`config.mk`:
```
export PLATFORM = sky130hd
export DESIGN_NAME = score_display_driver
export DESIGN_NICKNAME = d
export VERILOG_FILES = /design/src/rtl/score_display_driver.sv
export SDC_FILE = /design/constraint.sdc
export NUM_CORES = 1
export LEC_CHECK = 0
export ABC_CLOCK_PERIOD_IN_PS = 2040
export CAP_MARGIN = 20
export CORE_ASPECT_RATIO = 0.6
export CORE_MARGIN = 2
export CORE_UTILIZATION = 27
export CTS_CLUSTER_SIZE = 40
export DETAILED_ROUTE_END_ITERATION = 8
export PLACE_DENSITY_LB_ADDON = 0.25
export SETUP_SLACK_MARGIN = 0.02
export SYNTH_ARGS = -nofsm -noshare
export SYNTH_HDL_FRONTEND = slang
export SYNTH_SLANG_ARGS = --single-unit
```
`constraint.sdc`:
```
create_clock -name clk -period 2.04 [get_ports clk]
set_clock_uncertainty 0.05 [all_clocks]
set_input_delay 0.408 -clock clk [delete_from_list [all_inputs] [get_ports clk]]
set_output_delay 0.408 -clock clk [all_outputs]
set_load 0.01 [all_outputs]
```
`src/rtl/score_display_driver.sv`:
```
// Three-digit multiplexed seven-segment driver with leading-zero blanking and a game-over flash.
// Latency: one registered stage from digit index/latch to seg/an; no backpressure, free-running scan.
module score_display_driver #(
    parameter int SCAN_DIV     = 1000,
    parameter int FLASH_DIV    = 3000000,
    parameter int FLASH_CYCLES = 3
) (
    input  logic       clk,
    input  logic       rst,
    input  logic [3:0] bcd_ones,
    input  logic [3:0] bcd_tens,
    input  logic [3:0] bcd_hundreds,
    input  logic       isGameComplete,
    output logic [6:0] seg,
    output logic [2:0] an,
    output logic       flashing
);

    localparam int SW = $clog2(SCAN_DIV);
    localparam int FW = $clog2(FLASH_DIV);
    localparam int HW = $clog2(2 * FLASH_CYCLES + 1);

    localparam logic [SW-1:0] SCAN_MAX  = SW'(SCAN_DIV - 1);
    localparam logic [FW-1:0] FLASH_MAX = FW'(FLASH_DIV - 1);
    localparam logic [HW-1:0] HALF_LAST = HW'(2 * FLASH_CYCLES - 1);

    typedef enum logic [1:0] {LIVE, FLASH, HOLD} state_t;

    state_t        state;
    logic [1:0]    idx;
    logic [SW-1:0] scan_cnt;
    logic [FW-1:0] flash_cnt;
    logic [HW-1:0] half_cnt;
    logic [3:0]    dig_o, dig_t, dig_h;

    logic [3:0]    cur_digit;
    logic          zero_blank;
    logic          visible;
    logic [6:0]    seg_next;
    logic [2:0]    an_next;

    function automatic logic [6:0] decode(input logic [3:0] d);
        case (d)
            4'd0:    decode = 7'h3F;
            4'd1:    decode = 7'h06;
            4'd2:    decode = 7'h5B;
            4'd3:    decode = 7'h4F;
            4'd4:    decode = 7'h66;
            4'd5:    decode = 7'h6D;
            4'd6:    decode = 7'h7D;
            4'd7:    decode = 7'h07;
            4'd8:    decode = 7'h7F;
            4'd9:    decode = 7'h6F;
            default: decode = 7'h40;
        endcase
    endfunction

    always_comb begin
        cur_digit  = dig_o;
        zero_blank = 1'b0;
        case (idx)
            2'd1: begin
                cur_digit  = dig_t;
                zero_blank = (dig_h == 4'd0) && (dig_t == 4'd0);
            end
            2'd2: begin
                cur_digit  = dig_h;
                zero_blank = (dig_h == 4'd0);
            end
            default: begin
                cur_digit  = dig_o;
                zero_blank = 1'b0;
            end
        endcase
        // Even half-periods of the flash are the dark phase.
        visible  = !((state == FLASH) && !half_cnt[0]);
        an_next  = visible ? (3'b001 << idx) : 3'b000;
        seg_next = (visible && !zero_blank) ? decode(cur_digit) : 7'h00;
    end

    always_ff @(posedge clk or posedge rst) begin
        if (rst) begin
            state     <= LIVE;
            idx       <= 2'd0;
            scan_cnt  <= '0;
            flash_cnt <= '0;
            half_cnt  <= '0;
            dig_o     <= 4'd0;
            dig_t     <= 4'd0;
            dig_h     <= 4'd0;
            seg       <= 7'h00;
            an        <= 3'b000;
            flashing  <= 1'b0;
        end else begin
            seg <= seg_next;
            an  <= an_next;

            if (scan_cnt == SCAN_MAX) begin
                scan_cnt <= '0;
                idx      <= (idx == 2'd2) ? 2'd0 : idx + 2'd1;
            end else begin
                scan_cnt <= scan_cnt + 1'b1;
            end

            case (state)
                LIVE: begin
                    dig_o <= bcd_ones;
                    dig_t <= bcd_tens;
                    dig_h <= bcd_hundreds;
                    flash_cnt <= '0;
                    half_cnt  <= '0;
                    if (isGameComplete) begin
                        state    <= FLASH;
                        flashing <= 1'b1;
                    end else begin
                        flashing <= 1'b0;
                    end
                end
                FLASH: begin
                    // Latch stays frozen here so the final score is what flashes.
                    if (!isGameComplete) begin
                        state     <= LIVE;
                        flashing  <= 1'b0;
                        flash_cnt <= '0;
                        half_cnt  <= '0;
                    end else if (flash_cnt == FLASH_MAX) begin
                        flash_cnt <= '0;
                        if (half_cnt == HALF_LAST) begin
                            state    <= HOLD;
                            flashing <= 1'b0;
                            half_cnt <= '0;
                        end else begin
                            half_cnt <= half_cnt + 1'b1;
                        end
                    end else begin
                        flash_cnt <= flash_cnt + 1'b1;
                    end
                end
                HOLD: begin
                    dig_o    <= bcd_ones;
                    dig_t    <= bcd_tens;
                    dig_h    <= bcd_hundreds;
                    flashing <= 1'b0;
                    if (!isGameComplete) state <= LIVE;
                end
                default: begin
                    state    <= LIVE;
                    flashing <= 1'b0;
                end
            endcase
        end
    end

endmodule

```
==> results of run 1 <==
## registers in the layout, summed over array words and instances (netlist names)
signal,cells
flash_cnt,22
seg,7
flashing,1
dig_o,4
an,3
dig_h,4
half_cnt,3
dig_t,4
scan_cnt,10
state,2
idx,2
## worst min path at each step
stage                      startpoint      endpoint  slack (ns)  cells past startpoint
after global routing              rst  flash_cnt[5]        0.36                      2
after floorplan           scan_cnt[0]   scan_cnt[0]        0.38                      1
after CTS                         rst      dig_o[0]        0.33                      2
after detailed placement  scan_cnt[0]   scan_cnt[0]        0.40                      1
after global placement    scan_cnt[0]   scan_cnt[0]        0.40                      1
final                             rst      dig_o[0]        0.33                      2
## layout make-up
cell class                 count  area, um^2  share of cell area (%)
clock buffer                  12         267                    6.39
multi-input combinational    229        1540                    36.8
tap                          144         180                    4.32
inverter                      10        37.5                   0.900
sequential                    62        1550                    37.2
clock inverter                 4        20.0                   0.480
timing repair buffer          65         579                    13.9
## placed cells by master, fill, tap and decap left out, types with 9 or more instances in the layout
cell type,count
clkdlybuf4s50_1,25
dfrtp_1,62
xor2_1,10
nand4_1,9
nor2_1,35
mux2_2,12
nand2_1,33
o21ai_0,17
buf_4,37
nand3_1,18
clkbuf_16,9
## through the flow
| stage | util (%) | setup TNS (ns) | setup WS (ns) | std cells |
|---|---|---|---|---|
| final | 37.2 | 0 | 0.0684 | 526 |
| after global routing | 37.2 | -0.0350 | -0.0350 | 526 |
| after CTS | 36.7 | 0 | 0.0362 | 525 |
| after detailed placement | 33.7 | -0.425 | -0.104 | 508 |
| after global placement | 33.7 | -0.114 | -0.0813 | 508 |
| after floorplan | - | 0 | 0.0233 | 310 |
## layer usage
layer	vias to the layer above	track usage, %
li1	1232	-
met1	1192	19.7
met2	63	17.3
met3	4	4.31
met4	0	3.82
met5	-	0
## cell families (layout without fill, tap and decap cells)
group | Yosys count | count (layout) | synth area share [%]
AND/OR/NAND/NOR | 140 | 140 | 23.3
flip-flops | 62 | 62 | 50.3
buffers and inverters | 19 | 91 | 3.00
AO/OA/AOI/OAI | 49 | 49 | 9.97
XOR/XNOR | 16 | 16 | 4.54
adder cells (fa/ha/maj) | 8 | 8 | 3.24
multiplexers | 16 | 16 | 5.67
## worst register-to-register path, delay by kind of cell, from the launching register on
| kind | cells | cell delay [ns] |
|---|---|---|
| AO/OA/AOI/OAI | 2 | 0.37 |
| adder cells (fa/ha/maj) | 2 | 0.47 |
| buffers and inverters | 3 | 0.25 |
| flip-flops | 1 | 0.36 |
| multiplexers | 1 | 0.18 |
| AND/OR/NAND/NOR | 1 | 0.19 |
## report_power, final
group	total, uW	internal (uW)	switching [uW]
combinational	307	163	144
clock	1450	912	536
sequential	1310	1280	30.0
total	3070	2360	710
## timing repair
| item | 4_1_cts | 5_1_grt |
|---|---|---|
| setup endpoints to repair | 18 | 24 |
| resized for setup | 10 | 11 |
| endpoints found under the hold margin | 0 | 0 |
| hold buffers | 0 | 0 |
| buffers inserted | 1 | 1 |
| pin swaps | 4 | 3 |
==> results by group, run 1 <==
Timing
  – Slew at the pin with the worst max-slew slack: 0.414 ns
  – Final period util: 96.6%
  – Hold_ws: 0.327 ns
  – RSZ-0062 raised after global routing: yes
  – # setup viols final: 0
  – Relative slew slack: 72.2%
  – Max-slew violations: 0
  – Fmax achieved: 507 MHz
  – Final min period: 1.97 ns
  – Final hold vios: 0

Synth
  – Asr flop ratio synth: 100%
  – Synth area leaders: dfrtp_1, nor2_1, mux2_2, nand2_1, ha_1
  – Yosys warns: 0
  – Yosys reg bits: 62
  – Most frequent cell after synthesis: dfrtp_1
  – Syn Inst Count: 310
  – Net count after synthesis: 333
  – Seq/Total Area, Yosys: 50.3%
  – Post-synth EDFFs: 0
  – Top_reg_cell synth: dfrtp_1
  – Synth unique cells: 49
  – Syn_area_per_cell: 9.96 um^2
  – Synth area leader: dfrtp_1
  – Synth top cells by count: dfrtp_1, nor2_1, nand2_1, nand3_1, o21ai_0
  – Yosys top cell area share: 50.3%
  – Cell area after synthesis: 3090 um^2

Critical path
  – End point of the critical path: seg[3]
  – Max stage delay on crit path: 0.36 ns
  – Worst Setup End Kind: flip-flop
  – Worst reg2reg path depth: 9
  – Highest-delay cell along the critical path: dfrtp_1
  – CP required: 2.22 ns
  – Critical Path, Cell by Cell: inv_2 > buf_4 > ha_2 > a22o_1 > mux2i_4 > inv_1 > ha_1 > o21ai_1 > nor4b_2
  – Cell family with most CP delay: adder cells
  – Reg2reg setup slack: 0.07 ns
  – Worst Path Max Fanout: 4
  – CP Depth: 9
  – CP bufs+invs: 3
  – Worst setup path start: idx[0]
  – Worst reg2reg path startpoint: idx[0]
  – CP Launch Type: flip-flop
  – Crit path DAT: 2.16 ns
  – Worst reg2reg path endpoint: seg[3]
  – Crit path kind: flip-flop to flip-flop

Drt
  – Via count: 2491
  – Metal2 WL: 2950 um
  – Routed len/inst: 13.9 um
  – Highest routed layer: met4
  – Iter 0 DRT Violations: 185
  – Drt first pass iters: 4
  – Final antenna-violating net count: 0
  – Final WL: 7320 um
  – Post-route DRC: 0
  – Met3 wire length: 387 um
  – Via/cell ratio: 4.74
  – Met1 wire length: 3930 um

Clocking
  – Worst skew pair latency: 0.33 ns
  – Total CTS buffers: 9
  – Root Buffer: clkbuf_16
  – Max clock buf depth: 2
  – # H-tree levels: 3
  – CTS tree: done
  – Clk sinks: 62
  – CTS clk-pin slew, worst paths: 0.06 ns

Global route
  – Vias in the first global route: 2408
  – Largest net degree at the start of global routing: 32
  – GRT Total Usage: 13.0%
  – First-pass GRT wire length: 12400 um
  – Global route overflow: 0
  – Initial antenna violation count: 0

Outcome
  – Run status: complete, no violations

Floorplan
  – Starting Density: 27.5%
  – Die area: 12300 um^2
  – Core box area: 11200 um^2
  – Die width: 142 um
  – Top-level I/O count: 26
  – Chip height: 86.8 um
  – Site row count: 30

Cells and area
  – Share of cells above drive strength 1: 24.6%
  – Antenna cells: 0
  – Final net count: 400
  – Final instance area: 4170 um^2
  – # fillers: 1120
  – Layout area overhead: 35.1%

Place
  – GPL Wtd Cong: 0.820
  – # port buffers: 25
  – Hpwl dp: 5300 um
  – DP Area: 3780 um^2

Run
  – MaxCap Viol Count: 0

Power and ir drop
  – Max VDD drop: 289 uV
  – Pwr Density: 735 nW/um^2
  – Power Total: 3070 uW
  – P_leak: 0.00176 uW

Worst hold path
  – Worst Hold Class: input pin to async pin
(Power assumes the default switching activity.)
==> inputs of run 2 (changes only) <==
SKIP_LAST_GASP = 1   (was unset)
SLEW_MARGIN = 40   (was unset)
==> results by group, run 2 (synthesis gave the netlist of run 1 again) <==
Floorplan
  – Top-level I/O count: 26
  – Starting Density: 27.5%
  – Site row count: 30
  – Core box area: 11200 um^2
  – Die area: 12300 um^2
  – Die width: 142 um
  – Chip height: 86.8 um

Timing
  – Fmax achieved: 518 MHz
  – Relative slew slack: 71.6%
  – Final hold vios: 0
  – Final period util: 94.6%
  – Final min period: 1.93 ns
  – Setup TNS: 0 ns
  – Slew at the pin with the worst max-slew slack: 0.423 ns
  – Max-slew violations: 0
  – # setup viols final: 0

Global route
  – Vias in the first global route: 2403
  – Initial antenna violation count: 0
  – Largest net degree at the start of global routing: 32
  – First-pass GRT wire length: 12300 um
  – GRT Total Usage: 13.0%
  – Global route overflow: 0

Clocking
  – Hold_buf cts: 0
  – Max clock buf depth: 2
  – CTS tree: done
  – Total CTS buffers: 9
  – CTS clk-pin slew, worst paths: 0.06 ns
  – # H-tree levels: 3
  – Worst skew pair latency: 0.33 ns
  – Root Buffer: clkbuf_16
  – Clk sinks: 62

Power and ir drop
  – P_leak: 0.00176 uW
  – Max VDD drop: 283 uV
  – Pwr Density: 731 nW/um^2

Cells and area
  – Biggest register: flash_cnt
  – Antenna cells: 0
  – Final net count: 401
  – FF/Latch Area: 1550 um^2
  – Final instance area: 4200 um^2
  – Multi-input gate area: 1550 um^2
  – # fillers: 1116
  – Most common cell after layout, fill and taps aside: dfrtp_1
  – Share of cells above drive strength 1: 25.3%
  – Layout area overhead: 36.1%
  – Largest regs: flash_cnt (22), scan_cnt (10), seg (7)
  – Commonest non-fill, non-tap cells in the layout: dfrtp_1, buf_4, nor2_1
  – Post-layout util: 37.4%
  – Max reg flops: 22

Critical path
  – Critical Path, Cell by Cell: inv_2 > buf_4 > ha_4 > a22o_1 > mux2i_4 > buf_6 > buf_4 > a21oi_1 > a2111oi_2
  – CP Launch Type: flip-flop
  – Max stage delay on crit path: 0.36 ns
  – Highest-delay cell along the critical path: dfrtp_1
  – Crit path DAT: 2.09 ns
  – Worst Path Max Fanout: 4
  – Worst Setup End Kind: flip-flop
  – Worst setup path start: idx[0]
  – Crit path kind: flip-flop to flip-flop
  – Worst reg2reg path startpoint: idx[0]
  – Cell family with most CP delay: compound AO/OA/AOI/OAI gates
  – CP required: 2.21 ns
  – CP bufs+invs: 4
  – Most frequent CP cell: buf_4

Worst hold path
  – Worst Hold Class: input pin to async pin

Drt
  – Post-route DRC: 0
  – Iter 0 DRT Violations: 184
  – Via/cell ratio: 4.71
  – Final antenna-violating net count: 0
  – Routed len/inst: 14.0 um
  – Via count: 2481
  – Drt first pass iters: 4
  – Final WL: 7390 um

Place
  – DP Area: 3780 um^2
  – Hpwl dp: 5300 um
  – # port buffers: 25
  – GPL Wtd Cong: 0.820

Run
  – MaxCap Viol Count: 0

Outcome
  – Run status: complete, no violations
## run 2: cell types whose count changed in the layout (fill, tap and decap cells not counted), sizes merged
cell  previous run  this run
buf             40        41
## run 2: area by class of cell
class	instances	area share (%)
clock inverter	4	0.477
inverter	10	0.894
timing repair buffer	66	14.1
clock buffer	12	6.34
sequential	62	36.9
tap	144	4.29
multi-input combinational	229	37.0
## run 2: metal layers
layer | global-route usage [%] | wire length (um)
met5 | 0 | 0
met4 | 3.82 | 55
met3 | 4.31 | 425
met2 | 17.1 | 3010
met1 | 19.8 | 3900
## run 2: where the power goes
part           internal (uW)  switching [uW]  total [uW]  leakage [uW]
combinational            165             145         311      0.000811
clock                    912             537        1450      0.000148
sequential              1280            30.3        1310      0.000804
total                   2360             713        3070       0.00176
## run 2: path summary, 6_finish.rpt
kind                                       to  slack [ns]  cells past startpoint
worst max-delay path                   seg[5]        0.11                      9
worst min-delay path                 dig_o[0]        0.33                      2
worst max register to register         seg[5]        0.11                      9
worst min register to register    scan_cnt[0]        0.41                      1
max in group asynchronous       flash_cnt[14]        1.11                      3
min in group clk                  scan_cnt[0]        0.41                      1
## run 2: timing repair
item,4_1_cts,5_1_grt
pin swaps,3,5
buffers inserted,1,2
gates resized for setup,8,16
endpoints found under the setup margin,18,23
gates cloned,0,0
## run 2: per-stage QoR
| stage | hold slack (ns) | total power [uW] | setup WS, ns | cells |
|---|---|---|---|---|
| after floorplan | 0.383 | 1470 | 0.0233 | 310 |
| after global placement | 0.398 | 1620 | -0.0813 | 508 |
| after detailed placement | 0.403 | 1620 | -0.104 | 508 |
| after CTS | 0.329 | 3090 | -0.00421 | 525 |
| after global routing | 0.355 | 3200 | -0.0112 | 527 |
| final | 0.327 | 3070 | 0.110 | 527 |
==> inputs of run 3 (changes only) <==
ABC_AREA = 1   (was unset)
SKIP_LAST_GASP = unset   (was 1)
==> results by group, run 3 <==
Synth
  – Most frequent cell after synthesis: nand2_1
  – Yosys warns: 0
  – Post-synth EDFFs: 0
  – Asr flop ratio synth: 100%
  – Synth area leader: dfrtp_1
  – Syn_area_per_cell: 7.64 um^2
  – Synth area leaders: dfrtp_1, nand2_1, nor2_1, inv_1, xor2_1
  – Synth unique cells: 29
  – Syn Inst Count: 427
  – Synth top cells by count: nand2_1, nor2_1, dfrtp_1, inv_1, nand3_1
  – Yosys top cell area share: 47.6%
  – Cell area after synthesis: 3260 um^2
  – Seq/Total Area, Yosys: 47.6%
  – Top_reg_cell synth: dfrtp_1
  – Yosys reg bits: 62
  – Net count after synthesis: 450

Cells and area
  – Largest regs: flash_cnt (22), scan_cnt (10), seg (7)
  – Final net count: 488
  – Max reg flops: 22
  – Most common cell after layout, fill and taps aside: nand2_1
  – Antenna cells: 0
  – Share of cells above drive strength 1: 9.15%
  – Layout area overhead: 25.0%
  – Biggest register: flash_cnt
  – Commonest non-fill, non-tap cells in the layout: nand2_1, nor2_1, dfrtp_1
  – Final Non-Filler Cells: 635

Timing
  – Slew at the pin with the worst max-slew slack: 0.560 ns
  – # setup viols final: 0
  – Relative slew slack: 62.6%
  – Final hold vios: 0
  – RSZ-0062 raised after global routing: no
  – Fmax achieved: 549 MHz
  – Max-slew violations: 0
  – Final min period: 1.82 ns
  – Final period util: 89.3%
  – Setup TNS: 0 ns

Power and ir drop
  – Part of the power in the clock network: 33.5%
  – Cell-internal power: 3060 uW
  – P_leak: 0.00197 uW
  – Comb power frac: 30.9%
  – Max VDD drop: 461 uV
  – Pwr Density: 1150 nW/um^2
  – Sequential share of power: 35.7%
  – Power Total: 4670 uW
  – Sw Pwr: 1610 uW
  – Switching Share: 34.5%

Place
  – Placed insts: 619
  – Hpwl dp: 5120 um
  – GPL Wtd Cong: 0.852
  – # port buffers: 25

Critical path
  – CP required: 2.25 ns
  – Crit path DAT: 2.03 ns
  – Crit path kind: flip-flop to flip-flop
  – Worst Setup End Kind: flip-flop
  – CP Launch Type: flip-flop
  – Worst Path Max Fanout: 7

Drt
  – Final WL: 6940 um
  – Via/cell ratio: 4.27
  – Drt first pass iters: 4
  – Via count: 2710
  – Final antenna-violating net count: 0
  – Routed len/inst: 10.9 um
  – Post-route DRC: 0
  – Iter 0 DRT Violations: 112

Floorplan
  – Chip height: 89.1 um
  – Starting Density: 27.4%
  – Die area: 13000 um^2
  – Die width: 146 um
  – Top-level I/O count: 26
  – Site row count: 31
  – Core box area: 11900 um^2

Clocking
  – Max clock buf depth: 2
  – CTS tree: done
  – CTS clk-pin slew, worst paths: 0.06 ns
  – Postcts setup bufs: 0
  – Worst skew pair latency: 0.33 ns
  – Root Buffer: clkbuf_16
  – # H-tree levels: 3
  – Clk sinks: 62
  – Total CTS buffers: 9

Global route
  – Largest net degree at the start of global routing: 27
  – Initial antenna violation count: 0
  – GRT met1 Usage: 16.7%
  – Met3 GRT Util: 3.47%
  – M2 GR Usage: 17.5%
  – Grt peak-use layer: met2
  – First-pass GRT wire length: 12300 um
  – Vias in the first global route: 2609
  – Global route overflow: 0
  – GRT Total Usage: 12.1%

Run
  – MaxCap Viol Count: 0

Worst hold path
  – Worst Hold Class: input pin to async pin

Outcome
  – Run status: complete, no violations
run 3: cell count changes after synthesis, moves of 5 or more:
cell     delta
nand2_1    +95
inv_1      +48
mux2_2     -12
nor2_1     +28
o21ai_0     -5
run 3: area by class of cell:
cell class	count	area, um^2
timing repair buffer	32	328
multi-input combinational	296	1440
clock inverter	5	56.3
inverter	64	248
tap	165	206
sequential	62	1550
fill	1251	7830
clock buffer	11	253
run 3: power groups by stage:
stage                     Combinational (uW)  Sequential, uW  Clock (uW)
after global placement                  1450            1690           0
after global routing                    1650            1710        1680
after floorplan                          973            1670           0
final                                   1440            1670        1560
after detailed placement                1450            1680           0
after CTS                               1460            1670        1620
run 3: metal layers:
metal | wire, um | vias to the layer above
met3 | 310 | 11
met1 | 3750 | 1267
li1 | - | 1387
met5 | 0 | -
met2 | 2750 | 45
met4 | 137 | 0
run 3: worst max-delay path, stage by stage (launching register included):
cell	delay, ns
dfrtp_1	0.39
inv_1	0.13
ha_2	0.34
inv_2	0.11
nor3_1	0.05
a21boi_0	0.34
nand2_1	0.21
nor2_1	0.14
run 3: logic make-up (layout without fill, tap and decap cells):
family	Yosys count	count (layout)	share of synthesized area (%)
xor+xnor	17	17	4.56
simple gates	242	242	31.3
flops	62	62	47.6
compound gates	29	29	4.79
buf+inv	69	112	8.75
fa+ha+maj	8	8	3.07
run 3: final timing paths:
| path | from | end | slack, ns | cells past startpoint |
|---|---|---|---|---|
| worst min-delay path | rst | flash_cnt[12] | 0.30 | 2 |
| max in group asynchronous | rst | flash_cnt[0] | 1.19 | 3 |
| min in group clk | flashing | flashing | 0.43 | 2 |
| worst max-delay path | idx[1] | seg[2] | 0.22 | 7 |
| worst min register to register | flashing | flashing | 0.43 | 2 |
| worst max register to register | idx[1] | seg[2] | 0.22 | 7 |
run 3: repair_timing:
action                     4_1_cts  5_1_grt
resized for setup                0        6
setup endpoints to repair        0        6
hold buffers                     0        0
run 3: metrics by stage:
| step | area (um^2) | setup slack, ns | util [%] | hold WS, ns |
|---|---|---|---|---|
| final | 4080 | 0.219 | 34.3 | 0.299 |
| after global routing | 4080 | 0.0399 | 34.3 | 0.347 |
| after floorplan | 3260 | 0.0406 | - | 0.398 |
| after global placement | 3760 | 0.180 | 31.6 | 0.417 |
| after CTS | 4070 | 0.151 | 34.2 | 0.296 |
| after detailed placement | 3760 | 0.158 | 31.6 | 0.423 |
